**config.mk**
```make
export PLATFORM = sky130hd
export DESIGN_NAME = hazard_sequencer
export DESIGN_NICKNAME = d
export VERILOG_FILES = /design/src/rtl/hazard_sequencer.sv
export SDC_FILE = /design/constraint.sdc
export NUM_CORES = 1
export LEC_CHECK = 0
export BUFFER_PORTS_ARGS = -buffer_cell sky130_fd_sc_hd__clkbuf_2
export CORE_MARGIN = 5
export CORE_UTILIZATION = 35
export CTS_CLUSTER_DIAMETER = 40
export CTS_CLUSTER_SIZE = 10
export DETAILED_ROUTE_END_ITERATION = 7
export PLACE_DENSITY = 0.76
export SKIP_CTS_REPAIR_TIMING = 1
export SKIP_LAST_GASP = 1
export SLEW_MARGIN = 20
export SYNTH_ARGS = -nofsm -noshare
export SYNTH_HDL_FRONTEND = slang
export SYNTH_SLANG_ARGS = --single-unit
```
**constraint.sdc**
```tcl
create_clock -name clk -period 2.3 [get_ports clk]
set_clock_uncertainty 0.2 [all_clocks]
set_input_delay 0.46 -clock clk [delete_from_list [all_inputs] [get_ports clk]]
set_output_delay 0.46 -clock clk [all_outputs]
set_load 0.005 [all_outputs]
```
**src/rtl/hazard_sequencer.sv**
```systemverilog
// ID-stage hazard and MADDU sequencing controller: load-use stalls, branch/jump flushes, multiplier busy window.
// Optional stall-cycle counter enabled by defining HAZARD_STALL_COUNT_EN.
module hazard_sequencer #(
  parameter int MUL_LATENCY = 4,
  parameter int CNT_W       = 4
) (
  input  logic        clk,
  input  logic        rst_n,
  input  logic [5:0]  ID_Opcode,
  input  logic [4:0]  ID_Rs,
  input  logic [4:0]  ID_Rt,
  input  logic        EX_MemRead,
  input  logic [4:0]  EX_Rt,
  input  logic        EX_BranchTaken,
  output logic        PCWrite,
  output logic        IF_ID_Write,
  output logic        IF_ID_Flush,
  output logic        ID_EX_Bubble,
  output logic        Mul_Start,
  output logic        Mul_Busy,
  output logic        HiLo_Write,
  output logic [31:0] StallCycles
);

  typedef enum logic [0:0] {RUN = 1'b0, MUL_WAIT = 1'b1} state_t;

  localparam logic [CNT_W-1:0] CNT_LOAD = CNT_W'(MUL_LATENCY - 1);
  localparam logic [CNT_W-1:0] CNT_ZERO = {CNT_W{1'b0}};

  state_t           state_r, state_nxt_s;
  logic [CNT_W-1:0] cnt_r, cnt_nxt_s;
  logic             mul_start_r, hilo_write_r;
  logic             uses_rt_s, load_use_s, maddu_start_s, mul_done_s;

  // Decode which opcodes read rt as a source operand
  always_comb begin
    uses_rt_s = 1'b0;
    case (ID_Opcode)
      6'd0, 6'd28, 6'd43, 6'd4: uses_rt_s = 1'b1;
      default:                  uses_rt_s = 1'b0;
    endcase
  end

  assign load_use_s = EX_MemRead & (EX_Rt != 5'd0) &
                      ((EX_Rt == ID_Rs) | (uses_rt_s & (EX_Rt == ID_Rt)));
  // A MADDU starts only when nothing of higher priority claims the cycle
  assign maddu_start_s = (state_r == RUN) & ~EX_BranchTaken & ~load_use_s & (ID_Opcode == 6'd28);
  assign mul_done_s    = (state_r == MUL_WAIT) & (cnt_r == CNT_ZERO);

  // State and countdown register, plus registered start/writeback pulses
  always_ff @(posedge clk or negedge rst_n) begin
    if (!rst_n) begin
      state_r      <= RUN;
      cnt_r        <= CNT_ZERO;
      mul_start_r  <= 1'b0;
      hilo_write_r <= 1'b0;
    end else begin
      state_r      <= state_nxt_s;
      cnt_r        <= cnt_nxt_s;
      mul_start_r  <= maddu_start_s;
      hilo_write_r <= mul_done_s;
    end
  end

  // Next-state and countdown logic
  always_comb begin
    state_nxt_s = state_r;
    cnt_nxt_s   = cnt_r;
    case (state_r)
      RUN: begin
        if (maddu_start_s) begin
          state_nxt_s = MUL_WAIT;
          cnt_nxt_s   = CNT_LOAD;
        end else begin
          state_nxt_s = RUN;
          cnt_nxt_s   = cnt_r;
        end
      end
      MUL_WAIT: begin
        if (cnt_r == CNT_ZERO) begin
          state_nxt_s = RUN;
          cnt_nxt_s   = CNT_ZERO;
        end else begin
          state_nxt_s = MUL_WAIT;
          cnt_nxt_s   = cnt_r - {{(CNT_W-1){1'b0}}, 1'b1};
        end
      end
      default: begin
        state_nxt_s = RUN;
        cnt_nxt_s   = CNT_ZERO;
      end
    endcase
  end

  // Pipeline control outputs; reset forces the free-running defaults
  always_comb begin
    PCWrite      = 1'b1;
    IF_ID_Write  = 1'b1;
    IF_ID_Flush  = 1'b0;
    ID_EX_Bubble = 1'b0;
    Mul_Busy     = 1'b0;
    if (!rst_n) begin
      PCWrite      = 1'b1;
      IF_ID_Write  = 1'b1;
    end else begin
      case (state_r)
        RUN: begin
          if (EX_BranchTaken) begin
            IF_ID_Flush  = 1'b1;
            ID_EX_Bubble = 1'b1;
          end else if (load_use_s) begin
            PCWrite      = 1'b0;
            IF_ID_Write  = 1'b0;
            ID_EX_Bubble = 1'b1;
          end else if (ID_Opcode == 6'd2) begin
            IF_ID_Flush  = 1'b1;
          end else begin
            PCWrite      = 1'b1;
            IF_ID_Write  = 1'b1;
          end
        end
        MUL_WAIT: begin
          PCWrite      = 1'b0;
          IF_ID_Write  = 1'b0;
          ID_EX_Bubble = 1'b1;
          Mul_Busy     = 1'b1;
        end
        default: begin
          PCWrite      = 1'b1;
          IF_ID_Write  = 1'b1;
        end
      endcase
    end
  end

  assign Mul_Start  = mul_start_r;
  assign HiLo_Write = hilo_write_r;

`ifdef HAZARD_STALL_COUNT_EN
  logic [31:0] stall_cnt_r;

  // Saturating count of cycles in which the PC was held
  always_ff @(posedge clk or negedge rst_n) begin
    if (!rst_n) begin
      stall_cnt_r <= 32'd0;
    end else if (!PCWrite && (stall_cnt_r != 32'hFFFF_FFFF)) begin
      stall_cnt_r <= stall_cnt_r + 32'd1;
    end else begin
      stall_cnt_r <= stall_cnt_r;
    end
  end

  assign StallCycles = stall_cnt_r;
`else
  assign StallCycles = 32'd0;
`endif

endmodule

```
### Word-level counts from Yosys, hierarchy flattened

Index checks and enable logic that the tools add are counted.

* register bits after elaboration: 7
* output and inout bits: 39
* word-level logic and storage cells: 49

* add/subtract/negate cells: 1
* eq/ne operators: 7
* multiplexer cells: 22
* bitwise gates (word level): 11
* reduce and logical (&&, ||, !) cells: 4

Operators with widths (number)
* two-way mux 1 bit: 16
* == test 5 bit: 2
* two-way mux 4 bit: 2
* one-hot mux 4 bit (2 select lines): 1
* AND 1 bit: 7
* == test 6 x 2 -> 1 bit, second input constant: 1
* == test 6 x 3 -> 1 bit, second input constant: 1
* == test 6 x 5 -> 1 bit, second input constant: 1
* == test 6 bit, second input constant: 1
* logical NOT 6 bit: 1
* one-hot mux 1 bit (2 select lines): 3
* nonzero test 5 bit: 1
* logical NOT 4 bit: 1
* OR reduction 4 bit: 1
* subtractor 4 x 1 -> 4 bit, second input constant: 1
* NOT 1 bit: 3
* inequality test 2 bit, second input constant: 1
* OR 1 bit: 1

### Logic depth before layout (Yosys ltp)

* depth in word-level cells: 11
* mapped depth: 6

### Least setup slack after synthesis

No wires, ideal clock.

* path type: in2out
* start point: in ID_Opcode[1]
* end point: out PCWrite
* arrival: 1.753 ns
* required time: 1.640 ns
* setup slack: -0.113 ns
* stages: 6
* buffers on the path: 1
* cells stage by stage: or3_1 -> a211oi_1 -> o2111ai_1 -> a21oi_2 -> a31oi_1 -> buf_4

* word-level cells in the longest chain between the ends: 10
* elaborated cells between the ends (all ways): 13
* those cells by class: 3 x eq/ne; 5 x mux; 3 x bitwise; 2 x reduce/logical

Ends and longest elaborated chain
* start, declared: RTL line 9 `input logic [5:0] ID_Opcode,`
* == test 6 x 5 -> 1 bit, or another cell as far along: RTL line 38 `case (ID_Opcode)`
* OR reduction 4 bit (*): RTL line 38
* two-way mux 1 bit (*): RTL line 38
* AND 1 bit (*): RTL line 45 `((EX_Rt == ID_Rs) | (uses_rt_s & (EX_Rt == ID_Rt)));`
* OR 1 bit (*): RTL line 45
* AND 1 bit (*): RTL line 44 `assign load_use_s = EX_MemRead & (EX_Rt != 5'd0) &`
* two-way mux 1 bit (*) (2 in a row)
* one-hot mux 1 bit (2 select lines) (*)
* two-way mux 1 bit (*)
* end, declared: RTL line 15 `output logic PCWrite,`

Mark *: on every way between the ends. The rest lies on a longest branch, timed or not.

### Worst setup path after layout

* start point: in ID_Opcode[1]
* end point: out ID_EX_Bubble

* word-level cells in the longest chain between the ends: 10
* elaborated cells between the ends (all ways): 13
* those cells by class: 3 x eq/ne; 5 x mux; 3 x bitwise; 2 x reduce/logical

Ends and longest elaborated chain
* == test 6 x 5 -> 1 bit, or another cell as far along: RTL line 38
* OR reduction 4 bit (*): RTL line 38
* two-way mux 1 bit (*): RTL line 38
* AND 1 bit (*): RTL line 45
* OR 1 bit (*): RTL line 45
* AND 1 bit (*): RTL line 44
* two-way mux 1 bit (*): RTL line 111 `end else if (load_use_s) begin`
* two-way mux 1 bit (*): RTL line 108 `if (EX_BranchTaken) begin`
* one-hot mux 1 bit (2 select lines) (*): RTL line 106 `case (state_r)`
* two-way mux 1 bit (*): RTL line 102 `if (!rst_n) begin`
* end, declared: RTL line 18 `output logic ID_EX_Bubble,`

Marked as above.

==> results_dict.tcl <==
set metrics [dict create \
    cts_buffers 3 \
    regArea_um2 175 \
    worstSetupEndpointType "output pin" \
    die_y_um 58.1 \
    grt_start_max_net_pins 14 \
    cp_max_fo 5 \
    antenna_found_initial 0 \
    final_util_pct 45.9 \
    wl_per_cell_um 11.5 \
    crit_arrival_ns 1.86 \
    ys_async_sr_fraction_pct 100 \
    power_mw 0.380 \
    start_util_pct 36.5 \
    yosysTopAreaCell "buf_4" \
    synth_edf_count 0 \
    grt_usage_pct 11.0 \
    seq_area_frac_synth_pct 21.7 \
    grt_pass1_wl_mm 2.92 \
    place_hpwl_mm 1.69 \
    fin_ws_ns -0.215 \
    crit_chain "buf_6, or3_4, a211oi_2, o2111ai_2, a21oi_4, o31a_1, clkbuf_2" \
    synth_top_area_share_pct 30.7 \
    timing.final.crit_share_pct 109 \
    cp.required_ns 1.64 \
    cts.sink_count 7 \
    viasPerCell 4.38 \
    clock_latency_ns 0.25 \
    gp_congestion 0.693 \
    yosys_warnings 0 \
    final.min_clock_period_ns 2.52 \
    cp_num_buf_inv 2 \
    grt_pass1_vias 702 \
    irDropWorstVdd_v 0.000154 \
    syn_inst 97 \
    ys.flop_type "dfrtp_1" \
    syn_avg_cell_area_um2 8.33 \
    final_hold_viol_count 0 \
    synthesis.area_um2 808 \
    power-per-cell-area_mw_per_mm2 374 \
    dr.pass1.iters 4 \
    synth-seq-cells 7 \
    status "complete, but fails checks" \
    wl_mm 1.92 \
    cts_root_buffer "clkbuf_4" \
    placed_cells 163 \
    io_pins 64 \
    fin_cells 167 \
    ant_nets 0 \
    grt-ovfl-total 0 \
    die_w_um 58.1 \
    area_delta_synth_final_pct 25.7 \
    rsz0062_at_grt "true" \
    synthTopCellsByArea "buf_4, dfrtp_1, xor2_1, xnor2_1, nor3_1" \
    initialDrtViolationCount 7 \
    placed_area_um2 941 \
    core_area_mm2 0.00221 \
    ctsLongestPathBuffers 2 \
    synthDistinctLibCells 38 \
    crit_path_start_kind "primary input" \
    max_freq_mhz 398 \
    fin_nets 165 \
    max_stage_delay_ns 0.38 \
    slew_violations 0 \
    cts_tree "built" \
    crit_family "compound AO/OA/AOI/OAI gates" \
    nFillCells 233 \
    fin_tns_setup_ns -0.828 \
    stdcell_area_mm2 0.00102 \
    synth.top_cells.by_count "buf_4, dfrtp_1, xor2_1" \
    slowest_stage "or3_4" \
    clk_pin_slew_worst_paths_ns 0.05 \
    htreeDepth 1 \
    leakage_nw 0.509 \
    multi_input_area_um2 528 \
    die_area_mm2 0.00337 \
    hold_class "primary input to async pin" \
    violations "negative setup slack" \
    finalSetupViolations 4 \
    crit_type "primary input to output pin" \
    drive_gt1_share_pct 38.8 \
    pre_cts_ws_ns -0.202 \
    num_rows 17 \
    n_antenna_cell 0 \
    drt_drc_violations_left 0 \
    whs_ns 0.0245 \
    io_buffers 31 \
    vias 732 \
    yosysMostFrequentCell "buf_4" \
    cap_viol_max_count 0 \
]
worst reg2reg max path: stages (launching register included):
cell and delay (ns):
dfrtp_1 0.53, or2b_2 0.34, or3_2 0.42, nor2_1 0.10, o32a_1 0.15
per-layer routing:
layer	vias to the layer above	GRT usage [%]	wire [um]
met3	2	2.00	210
met2	46	19.4	1040
met1	323	12.7	644
li1	361	-	-
met4	0	4.97	23
met5	-	0	0
cell type report:
| type | count | share of cell area, % |
|---|---|---|
| clock buffers | 4 | 2.59 |
| inverters | 2 | 0.739 |
| well taps | 28 | 3.45 |
| repair buffers | 42 | 24.0 |
| multi-input cells | 84 | 52.0 |
| flip-flops and latches | 7 | 17.2 |
cell usage in the layout (no fill, tap or decap), types with 2 or more instances in the layout:
cell type  synthesis  layout
and2_1             2       2
buf_4             33      11
clkbuf_2           0      30
clkbuf_4           0       3
conb_1             1      32
dfrtp_1            7       7
inv_1              2       2
nand2_1            3       3
nor2_1             3       3
nor3_1             5       5
o21ai_0            2       2
o31ai_1            3       3
xnor2_1            4       4
xor2_1             6       6
final timing paths:
path | from | to | slack [ns] | cells past startpoint
worst max-delay path | ID_Opcode[1] | ID_EX_Bubble | -0.22 | 7
worst min-delay path | rst_n | cnt_r[2] | 0.02 | 2
worst max register to register | state_r | cnt_r[2] | 0.49 | 4
worst min register to register | cnt_r[2] | HiLo_Write | 0.32 | 1
max in group asynchronous | rst_n | Mul_Start | 1.76 | 2
min in group clk | cnt_r[2] | HiLo_Write | 0.32 | 1
state kept, by name, indices dropped and copies added, names as in the netlist:
signal      cells
HiLo_Write      1
state_r         1
Mul_Start       1
cnt_r           4
power breakdown:
part | switching (mW) | leakage (nW) | internal, mW
registers | 0.0149 | 0.0942 | 0.138
logic | 0.0604 | 0.400 | 0.0567
clock network | 0.0437 | 0.0150 | 0.0661
total | 0.119 | 0.509 | 0.261
logic make-up after synthesis:
kind of cell,count (synthesis),synth area share [%]
compound gates,16,14.7
xor+xnor,10,10.8
other cells,1,0.464
simple gates,26,19.7
flops,7,21.7
buf+inv,37,32.7
No activity file was read; power rests on OpenSTA's default activity.
